## src/rtl/keypad_pkg.sv

```systemverilog
// Shared definitions for the hex keypad entry path: matrix size, FSM
// encoding and the column priority encoder.
package keypad_pkg;

  localparam int KP_ROWS = 4;
  localparam int KP_COLS = 4;

  typedef enum logic [1:0] {
    ST_SCAN,
    ST_DEBOUNCE,
    ST_HELD
  } kp_state_t;

  // Index of the lowest low (pressed) column; 0 when none is low.
  function automatic logic [1:0] col_to_idx(input logic [KP_COLS-1:0] col_n);
    col_to_idx = 2'd0;
    for (int i = KP_COLS - 1; i >= 0; i--) begin
      if (!col_n[i]) col_to_idx = i[1:0];
    end
  endfunction

  // One-hot active-low row drive for a row index.
  function automatic logic [KP_ROWS-1:0] row_drive(input logic [1:0] idx);
    row_drive = ~(KP_ROWS'(1) << idx);
  endfunction

endpackage

```

## src/rtl/keypad_col_sync.sv

```systemverilog
// Two-flop synchroniser for the asynchronous, active-low keypad columns.
// Resets to all-released so nothing looks pressed out of reset.
module keypad_col_sync (
  input  logic       clk,
  input  logic       rst,
  input  logic [3:0] col_async,
  output logic [3:0] col_s
);

  logic [3:0] col_meta;

  // Two-stage capture of the raw column levels.
  // NOTE: non-blocking assignments make both stages sample the old value on
  // the same edge; blocking here would collapse the chain into one flop.
  always_ff @(posedge clk) begin
    if (rst) begin
      col_meta <= 4'hF;
      col_s    <= 4'hF;
    end else begin
      col_meta <= col_async;
      col_s    <= col_meta;
    end
  end

endmodule

```

## src/rtl/hex_keypad_entry.sv

```systemverilog
// Scans a 4x4 hex keypad, debounces presses and releases, and shifts each
// accepted key into an entry register that feeds the 8-digit hex display.
module hex_keypad_entry
  import keypad_pkg::*;
#(
  parameter int SCAN_DIV        = 1000,
  parameter int DEBOUNCE_CYCLES = 200000,
  parameter int DIGITS          = 8
) (
  input  logic                  clk,
  input  logic                  rst,
  input  logic [3:0]            key_col,
  input  logic                  clr,
  output logic [3:0]            key_row,
  output logic [4*DIGITS-1:0]   value,
  output logic [3:0]            key_code,
  output logic                  key_valid,
  output logic [3:0]            digit_count
);

  localparam int CNT_MAX = (DEBOUNCE_CYCLES > SCAN_DIV) ? DEBOUNCE_CYCLES : SCAN_DIV;
  localparam int CNT_W   = $clog2(CNT_MAX + 1);
  localparam logic [CNT_W-1:0] SCAN_TC   = CNT_W'(SCAN_DIV - 1);
  localparam logic [CNT_W-1:0] DEB_TC    = CNT_W'(DEBOUNCE_CYCLES - 1);
  localparam logic [CNT_W-1:0] CNT_ONE   = CNT_W'(1);
  localparam logic [3:0]       DIGIT_MAX = 4'(DIGITS);

  logic [3:0]       col_s;
  kp_state_t        state, state_n;
  logic [1:0]       row_idx, row_n;
  logic [CNT_W-1:0] cnt, cnt_n;
  logic [3:0]       lat_col, lat_col_n;
  logic             accept;
  logic [3:0]       code;

  keypad_col_sync u_col_sync (
    .clk       (clk),
    .rst       (rst),
    .col_async (key_col),
    .col_s     (col_s)
  );

  // Row index is held from detection through release, so it forms the code's upper half.
  assign code = {row_idx, col_to_idx(lat_col)};

  // FSM next-state: scan timing, press debounce and release debounce.
  // NOTE: every variable gets a default first so no path leaves it unassigned
  // and no latch is inferred.
  always_comb begin
    state_n   = state;
    row_n     = row_idx;
    cnt_n     = cnt;
    lat_col_n = lat_col;
    accept    = 1'b0;
    unique case (state)
      ST_SCAN: begin
        if (cnt == SCAN_TC) begin
          cnt_n = '0;
          if (col_s != 4'hF) begin
            lat_col_n = col_s;
            state_n   = ST_DEBOUNCE;
          end else begin
            row_n = row_idx + 2'd1;
          end
        end else begin
          cnt_n = cnt + CNT_ONE;
        end
      end
      ST_DEBOUNCE: begin
        if (col_s != lat_col) begin
          cnt_n   = '0;
          row_n   = row_idx + 2'd1;
          state_n = ST_SCAN;
        end else if (cnt == DEB_TC) begin
          cnt_n   = '0;
          accept  = 1'b1;
          state_n = ST_HELD;
        end else begin
          cnt_n = cnt + CNT_ONE;
        end
      end
      ST_HELD: begin
        if (col_s != 4'hF) begin
          cnt_n = '0;
        end else if (cnt == DEB_TC) begin
          cnt_n   = '0;
          row_n   = row_idx + 2'd1;
          state_n = ST_SCAN;
        end else begin
          cnt_n = cnt + CNT_ONE;
        end
      end
      default: begin
        cnt_n   = '0;
        state_n = ST_SCAN;
      end
    endcase
  end

  // FSM state, scan counter and registered row drive.
  always_ff @(posedge clk) begin
    if (rst) begin
      state   <= ST_SCAN;
      row_idx <= 2'd0;
      cnt     <= '0;
      lat_col <= 4'hF;
      key_row <= row_drive(2'd0);
    end else begin
      state   <= state_n;
      row_idx <= row_n;
      cnt     <= cnt_n;
      lat_col <= lat_col_n;
      key_row <= row_drive(row_n);
    end
  end

  // Entry register and key outputs; clr beats a simultaneous accept for value/count.
  always_ff @(posedge clk) begin
    if (rst) begin
      key_valid   <= 1'b0;
      key_code    <= 4'h0;
      value       <= '0;
      digit_count <= 4'h0;
    end else begin
      key_valid <= accept;
      if (accept) key_code <= code;
      if (clr) begin
        value       <= '0;
        digit_count <= 4'h0;
      end else if (accept) begin
        value <= {value[4*DIGITS-5:0], code};
        if (digit_count != DIGIT_MAX) digit_count <= digit_count + 4'd1;
      end
    end
  end

endmodule

```

## config.mk

```make
export PLATFORM = sky130hd
export DESIGN_NAME = hex_keypad_entry
export DESIGN_NICKNAME = d
export VERILOG_FILES = /design/src/rtl/keypad_pkg.sv /design/src/rtl/keypad_col_sync.sv /design/src/rtl/hex_keypad_entry.sv
export SDC_FILE = /design/constraint.sdc
export NUM_CORES = 1
export LEC_CHECK = 0
export CORE_ASPECT_RATIO = 0.6
export CORE_MARGIN = 2
export CORE_UTILIZATION = 45
export DETAILED_ROUTE_END_ITERATION = 10
export PLACE_DENSITY_LB_ADDON = 0.05
export SYNTH_ARGS = -nofsm -noshare
export SYNTH_HDL_FRONTEND = slang
export SYNTH_SLANG_ARGS = --single-unit
```

## constraint.sdc

```tcl
create_clock -name clk -period 5.4 [get_ports clk]
set_clock_uncertainty 0.2 [all_clocks]
set_input_delay 0.81 -clock clk [delete_from_list [all_inputs] [get_ports clk]]
set_output_delay 0.81 -clock clk [all_outputs]
set_load 0.02 [all_outputs]
```

# After elaboration in Yosys (flattened, before gate mapping)
# Index checks and enable logic that the tools add are counted.
[classes]
add_sub_neg = 3
n_eq_ne = 12
shifts = 1
n_mux = 25
n_bitwise = 1
reduce_logical = 5
[ops]
columns = ["op", "n"]
rows = [
  ["18-bit two-way mux", 4],
  ["18-bit case mux with 3 select lines", 1],
  ["2-bit two-way mux", 15],
  ["18-bit by 1-bit adder with 18-bit output, second input constant", 1],
  ["18-bit by 10-bit equality test with 1-bit output, second input constant", 1],
  ["18-bit equality test, second input constant", 1],
  ["2-bit case mux with 3 select lines", 2],
  ["2-bit inequality test, second input constant", 4],
  ["4-bit inequality test, second input constant", 2],
  ["5-bit AND reduction", 1],
  ["4-bit by 1-bit adder with 4-bit output, second input constant", 1],
  ["4-bit inequality test", 1],
  ["4-bit inverter", 1],
  ["1-bit by 2-bit << shifter with 4-bit output, first input constant", 1],
  ["1-bit two-way mux", 3],
  ["3-bit inequality test, second input constant", 1],
  ["3-bit AND reduction", 1],
  ["2-bit by 1-bit adder with 2-bit output, second input constant", 1],
  ["2-bit by 1-bit equality test with 1-bit output, second input constant", 1],
  ["2-bit equality test, second input constant", 1],
  ["2-bit logical NOT", 1],
  ["2-bit AND reduction", 1],
  ["2-bit OR reduction", 1],
]
[word_totals]
ff_bits = 79

# Logic depth before layout (Yosys ltp)
# Gate-level depths: netlist (run 1).
[depth]
ltp_word = 6
depth_mapped = 9
ltp_nobuf = 6

# Cells and area by module
# From an unflattened synthesis (run 1), not the netlist that was laid out.
[hier_totals]
hier_cells = 367
area_unflattened_um2 = 3160.5
[by_module_without_submodules]
columns = ["module", "instances", "cells_each", "area_per_inst_um2", "seq_area_each_um2"]
rows = [
  ["hex_keypad_entry", 1, 351, 2950.3, 1421.4],
  ["keypad_col_sync", 1, 16, 210.2, 160.2],
]

# Least setup slack after synthesis (run 1)
# No wires, ideal clock.
[synth_path]
path_type = "register to register"
start = "register cnt[14]"
end = "register value[26]"
arrival_ns = 2.169
t_required_ns = 5.068
path_slack_ns = 2.898
stages_incl_launch_ff = 9
synth_period_minus_slack_ns = 2.502
path_cell_list = "dfxtp_1 -> or4_1 -> or3_4 -> or4_1 -> clkbuf_1 -> buf_2 -> buf_2 -> nand2_1 -> a21oi_1"
[synth_via]
elab_chain_cells = 4
[synth_rtl]
columns = ["element", "line_no", "source"]
rows = [
  ["start, declared", "hex_keypad_entry.sv:31", "logic [CNT_W-1:0] cnt, cnt_n;"],
  ["start signal, assigned", "hex_keypad_entry.sv:111", "cnt <= cnt_n;"],
  ["18-bit equality test", "hex_keypad_entry.sv:74", "end else if (cnt == DEB_TC) begin"],
  ["1-bit two-way mux", "hex_keypad_entry.sv:74", ""],
  ["1-bit two-way mux", "hex_keypad_entry.sv:70", "if (col_s != lat_col) begin"],
  ["1-bit two-way mux", "hex_keypad_entry.sv:55", "unique case (state)"],
  ["end signal, assigned", "hex_keypad_entry.sv:131", "value <= {value[4*DIGITS-5:0], code};"],
  ["end, declared", "hex_keypad_entry.sv:15", "output logic [4*DIGITS-1:0] value,"],
]
# No other way between the ends.
# A chain may end at the register's enable or synchronous reset.

# Worst setup path after layout (run 1)
[layout_path]
start = "register cnt[14]"
end = "register cnt[4]"
[layout_via]
elab_chain_cells = 4
[layout_rtl]
columns = ["element", "line_no"]
rows = [
  ["18-bit equality test", "hex_keypad_entry.sv:74, hex_keypad_entry.sv:85"],
  ["18-bit two-way mux", "hex_keypad_entry.sv:74, hex_keypad_entry.sv:85"],
  ["18-bit two-way mux, on equally long branches", "hex_keypad_entry.sv:83, hex_keypad_entry.sv:70"],
  ["18-bit case mux with 3 select lines *", "hex_keypad_entry.sv:55"],
]
# Every way passes the cells marked *; elsewhere a longest branch is shown, timed or not.

==> results of run 1 <==
==> Yosys cell counts (2+ instances only) <==
master,number
xor2_1,12
o21ai_1,2
nor2_1,12
nor3_1,23
or2_2,11
mux2i_1,3
and4_1,3
and3_1,4
buf_2,3
dfxtp_1,79
or4_1,2
inv_1,6
nor2b_1,3
nand3_1,13
nand3b_1,2
xnor2_1,8
a21oi_1,41
or3_1,2
o21ai_0,7
a211oi_1,2
clkbuf_1,16
nand2_1,76
nand4_1,8
ha_1,3
nor3b_1,3
nor4_1,6
==> power by group through the flow <==
stage / clock, uW / combinational, uW / sequential (uW)
floorplan: 0 / 18.3 / 603
global placement: 0 / 26.2 / 604
detailed placement: 0 / 26.3 / 604
CTS: 615 / 26.4 / 591
global route: 636 / 29.8 / 592
finish: 600 / 26.2 / 591
==> worst reg2reg max path, delay by kind of cell (launching register included) <==
kind	cells	cell delay [ns]
simple gates	4	1.44
compound gates	1	0.67
flops	1	0.34
==> logic make-up after synthesis <==
family                   synth area share [%]
AND/OR/NAND/NOR                         27.52
flip-flops                              49.98
AO/OA/AOI/OAI                           11.27
buffers and inverters                   3.203
XOR/XNOR                                5.536
multiplexers                            1.305
adder cells (fa/ha/maj)                 1.186
==> layout make-up <==
| class | count | area, um^2 | share of cell area [%] |
|---|---|---|---|
| tap | 87 | 108.9 | 2.704 |
| clock inverter | 3 | 42.54 | 1.057 |
| timing repair buffer | 53 | 525.5 | 13.06 |
| multi-input combinational | 265 | 1488 | 36.96 |
| clock buffer | 12 | 256.5 | 6.372 |
| sequential | 79 | 1582 | 39.29 |
| inverter | 6 | 22.52 | 0.5595 |
==> cell usage in the layout, fill, tap and decap left out, types with 6 or more instances in the layout <==
master	instances
a21oi_1	41
clkbuf_16	9
clkdlybuf4s50_1	51
dfxtp_1	79
inv_1	6
nand2_1	76
nand3_1	13
nand4_1	8
nor2_1	12
nor3_1	23
o21ai_0	7
or2_2	11
xnor2_1	8
xor2_1	12
==> metrics by stage <==
step	utilization (%)	setup slack, ns	hold WS, ns	cell area (um^2)	power, uW
2_1_floorplan	-	2.899	0.1895	3164	621.2
3_3_place_gp	55.33	2.326	0.1930	3726	630.1
3_5_place_dp	55.33	2.284	0.1940	3726	630.3
4_1_cts	59.77	2.596	0.2074	4025	1233
5_1_grt	59.77	2.418	0.2438	4025	1257
6_report	59.77	2.591	0.2075	4025	1218
==> state kept, by name, indices dropped and copies added, names as in the netlist <==
name,count
cnt,18
u_col_sync.col_meta,4
u_col_sync.col_s,4
row_idx,2
key_code,4
key_valid,1
value,32
state,2
key_row,4
lat_col,4
digit_count,4
==> layer usage <==
metal  wire length (um)  vias to the layer above  track usage [%]  share of wire, %
met5                  0                        -                0                 0
met4                 78                        0            7.317               1.1
met1               3792                     1220            26.72                55
met3                292                        7            5.944               4.2
met2               2756                       49            27.48                40
li1                   -                     1366                -                 -
==> how the worst max path moves through the flow <==
stage / to / start / slack (ns)
floorplan: value[26]$_SDFFE_PP0P_ / cnt[14]$_SDFF_PP0_ / 2.90
global placement: digit_count[2]$_SDFFE_PP0P_ / rst / 2.33
CTS: cnt[2]$_SDFF_PP0_ / cnt[14]$_SDFF_PP0_ / 2.60
finish: cnt[4]$_SDFF_PP0_ / cnt[14]$_SDFF_PP0_ / 2.59
detailed placement: digit_count[2]$_SDFFE_PP0P_ / rst / 2.28
global route: cnt[3]$_SDFF_PP0_ / cnt[14]$_SDFF_PP0_ / 2.42
==> flow_metrics.tcl, run 1 <==
set metrics [dict create \
    leakage_uw 0.001352 \
    cp_slowest_cell "a21oi_2" \
    hp-class "reg2reg" \
    gp_congestion 0.8620 \
    combPwrFrac_pct 2.2 \
    io_pins 52 \
    timing.rr.start "cnt[14]$_SDFF_PP0_" \
    drt_iter0_drc 152 \
    fin_crit_sh_pct 52.01 \
    grt_pass1_vias 2375 \
    cts.repair.resized 0 \
    drv_cap 0 \
    drcViolationCount 0 \
    initial_core_util_pct 46.99 \
    die_y_um 68.96 \
    cp.arrival_ns 2.78 \
    synth_area_um2 3164 \
    path_max_fanout 18 \
    cp_top_family "simple AND/OR/NAND/NOR gates" \
    fin_tns_setup_ns 0 \
    share_seq_of_total_power_pct 48.6 \
    diodes 0 \
    status "completed" \
    ant_nets 0 \
    postCtsHoldBufs 0 \
    start_kind "flip-flop" \
    wl_per_cell_um 13.70 \
    period_needed_ns 2.809 \
    ys_seq_area_share_pct 49.98 \
    min_to "u_col_sync.col_s[3]$_SDFF_PP1_" \
    area_delta_synth_final_pct 27.20 \
    r2r-end "cnt[4]$_SDFF_PP0_" \
    grt_max_degree 41 \
    drv_slew 0 \
    die_area_um2 7741 \
    cts_setup_buffers 0 \
    antenna_found_initial 0 \
    end_kind "flip-flop" \
    holdPathStages 1 \
    grt_overflow 0 \
    placed_cells 490 \
    synth-edff-count 0 \
    timing.reg2reg.setup_slack_ns 2.59 \
    crit_chain "or4_1 -> or3_4 -> or2_2 -> a21oi_2 -> nor3_1" \
    yosys.area.top_type "dfxtp_1" \
    numCtsBuffers 9 \
    portBuffers 51 \
    worstRegToRegCells 5 \
    yosys.area.top_type_share_pct 49.98 \
    crit_type "reg2reg" \
    clock_latency_ns 0.33 \
    clock_sinks 79 \
    switching_share_pct 19.69 \
    timing.final.hold_violations 0 \
    max_freq_mhz 356.1 \
    cp.depth 5 \
    vias 2642 \
    instances_no_fill 505 \
    power_density_nw_per_um2 302.5 \
    intPower_uw 977.9 \
    htreeDepth 3 \
    drive_gt1_share_pct 8.134 \
    worstHoldStart "u_col_sync.col_meta[3]$_SDFF_PP1_" \
    yosysWarnings 0 \
    power.switching_uw 239.7 \
    syn_inst 370 \
    nets 424 \
    rsz0062_at_grt "false" \
    syn_area_per_cell_um2 8.552 \
    root_buffer "clkbuf_16" \
    maxSlewHeadroom_pct 42.01 \
    synthTopCellsByArea "dfxtp_1 50%, nand2_1 9.0%, a21oi_1 6.5%, nor3_1 3.6%, xor2_1 3.3%" \
    cts.clk_slew.worst_paths_ns 0.06 \
    worst_pin_slew_ns 0.8620 \
    cts_buffer_depth 2 \
    ys.flop_type "dfxtp_1" \
    ys_async_sr_fraction_pct 0 \
    fill_cells 615 \
    worstPathBufferInverterCount 0 \
    grt_pass1_wl_um 11470 \
    first_pass_iters 4 \
    die_w_um 112.3 \
    clkPwrFrac_pct 49.3 \
    cts_tree "yes" \
    syn_nets 380 \
    synth_cell_types 46 \
    wl_um 6918 \
    ir_worst_vdd_v 0.0001866 \
    grt_use_total_pct 19.03 \
    via_per_inst 5.232 \
    critPathMaxStageDelay_ns 0.67 \
    cp_data_required_time_ns 5.38 \
    dp_hpwl_um 4716 \
    rows 23 \
    ys_ff_latch 79 \
    finalSetupViolCount 0 \
    core_um2 6734 \
]
No activity file was read; power rests on OpenSTA's default activity.
==> inputs of run 2 (changes only) <==
clock period = 2.85 ns   (was 5.4 ns; I/O delays follow)
==> run 2 against run 1 <==
Effect of this change: non-clock buffer count grew 7; final area rose by 2.6%; largest power group unchanged; critical path depth is 1 higher; power rose by 98%; final cell count rose by 1.6%; largest cell class unchanged; clock power increased by 110%; critical path type unchanged; first-iteration DRC count grew 18%; sequential share of layout area decreased by 0.99 points; highest routed layer unchanged; sequential cell count unchanged.
==> flow_metrics.tcl, run 2 (same netlist as run 1, synthesis figures left out) <==
set metrics [dict create \
    cts.repair.resized 0 \
    start_kind "flip-flop" \
    drv_slew 0 \
    clock_sinks 79 \
    vias 2691 \
    ant_nets 0 \
    die_area_um2 7741 \
    grt_pass1_wl_um 11850 \
    min_to "u_col_sync.col_s[3]$_SDFF_PP1_" \
    max_freq_mhz 384.3 \
    worst_pin_slew_ns 0.7730 \
    diodes 0 \
    htreeDepth 3 \
    period_needed_ns 2.602 \
    first_pass_iters 4 \
    path_max_fanout 39 \
    cts_setup_buffers 0 \
    die_w_um 112.3 \
    cp_data_required_time_ns 2.85 \
    holdPathStages 1 \
    drv_cap 0 \
    hp-class "reg2reg" \
    finalSetupViolCount 0 \
    grt_overflow 0 \
    portBuffers 51 \
    power.total_uw 2408 \
    area_delta_synth_final_pct 30.49 \
    worstHoldStart "u_col_sync.col_meta[3]$_SDFF_PP1_" \
    timing.rr.start "cnt[14]$_SDFF_PP0_" \
    cp.arrival_ns 2.60 \
    postCtsHoldBufs 0 \
    largest_register "value" \
    cts_tree "yes" \
    ir_worst_vdd_v 0.0004407 \
    clock_latency_ns 0.33 \
    maxSlewHeadroom_pct 47.99 \
    via_per_inst 5.246 \
    most-common-layout-cells "79 x dfxtp_1, 76 x nand2_1, 51 x clkdlybuf4s50_1" \
    reg_top3 "value (32), cnt (18)" \
    grt_pass1_vias 2447 \
    drive_gt1_share_pct 9.624 \
    worstRegToRegCells 6 \
    end_kind "flip-flop" \
    cts.clk_slew.worst_paths_ns 0.06 \
    gp_congestion 0.8256 \
    initial_core_util_pct 46.99 \
    drcViolationCount 0 \
    dpl_cell_area_um2 3804 \
    numCtsBuffers 9 \
    dp_hpwl_um 4874 \
    status "completed" \
    crit_type "reg2reg" \
    layout_commonest_cell "dfxtp_1" \
    antenna_found_initial 0 \
    die_y_um 68.96 \
    hold-worst-slack_ns 0.2038 \
    wl_per_cell_um 14.08 \
    nets 431 \
    wl_um 7225 \
    fin_area_um2 4129 \
    root_buffer "clkbuf_16" \
    rsz0062_at_grt "false" \
    grt_max_degree 40 \
    drt_iter0_drc 179 \
    cts_buffer_depth 2 \
    dp_slack_ns 0.2721 \
    r2r-end "digit_count[3]$_SDFFE_PP0P_" \
    leakage_uw 0.001413 \
    timing.reg2reg.setup_slack_ns 0.25 \
    io_pins 52 \
    fin_tns_setup_ns 0 \
    power_density_nw_per_um2 583.2 \
    fill_cells 616 \
    grt_use_total_pct 19.84 \
    largest_reg_flops 32 \
    layout_setup_ws_ns 0.2479 \
    rows 23 \
    core_um2 6734 \
    fin_crit_sh_pct 91.30 \
    timing.final.hold_violations 0 \
]
-- run 2: area by class of cell --
cell class / count / area, um^2 / share of cell area, %
sequential: 79 / 1582 / 38.30
multi-input combinational: 265 / 1488 / 36.03
timing repair buffer: 60 / 603.1 / 14.61
clock buffer: 13 / 260.3 / 6.303
tap: 87 / 108.9 / 2.636
clock inverter: 3 / 65.06 / 1.576
inverter: 6 / 22.52 / 0.5455
-- run 2: worst max path at each step --
stage	from	end
after detailed placement	cnt[14]$_SDFF_PP0_	digit_count[3]$_SDFFE_PP0P_
after floorplan	cnt[14]$_SDFF_PP0_	value[26]$_SDFFE_PP0P_
after global placement	cnt[14]$_SDFF_PP0_	digit_count[3]$_SDFFE_PP0P_
after CTS	cnt[14]$_SDFF_PP0_	digit_count[3]$_SDFFE_PP0P_
after global routing	cnt[14]$_SDFF_PP0_	digit_count[3]$_SDFFE_PP0P_
final	cnt[14]$_SDFF_PP0_	digit_count[3]$_SDFFE_PP0P_
-- run 2: routing by layer --
metal / track usage (%) / part of all wire (%) / vias to the layer above
met5: 0 / 0 / -
met4: 6.402 / 0.86 / 0
met3: 7.255 / 6.7 / 7
met2: 27.26 / 41 / 76
met1: 28.58 / 52 / 1231
li1: - / - / 1377
-- run 2: where the power goes --
group	internal (uW)	leakage (uW)	switching, uW
clock	814	0.000160	423
sequential	1110	0.000639	6.25
combinational	21.9	0.000615	30.2
total	1950	0.00141	459
-- run 2: worst max-delay path, stage by stage (launching register included) --
cell and delay, ns:
dfxtp_1 0.34, or4_1 0.57, or3_4 0.39, or4_1 0.48, buf_12 0.21, o21ai_0 0.19, a21oi_1 0.08
-- run 2: through the flow --
step           util (%)  instances
2_1_floorplan         -        370
3_3_place_gp      56.48        497
3_5_place_dp      56.48        497
4_1_cts           61.32        513
5_1_grt           61.32        513
6_report          61.32        513
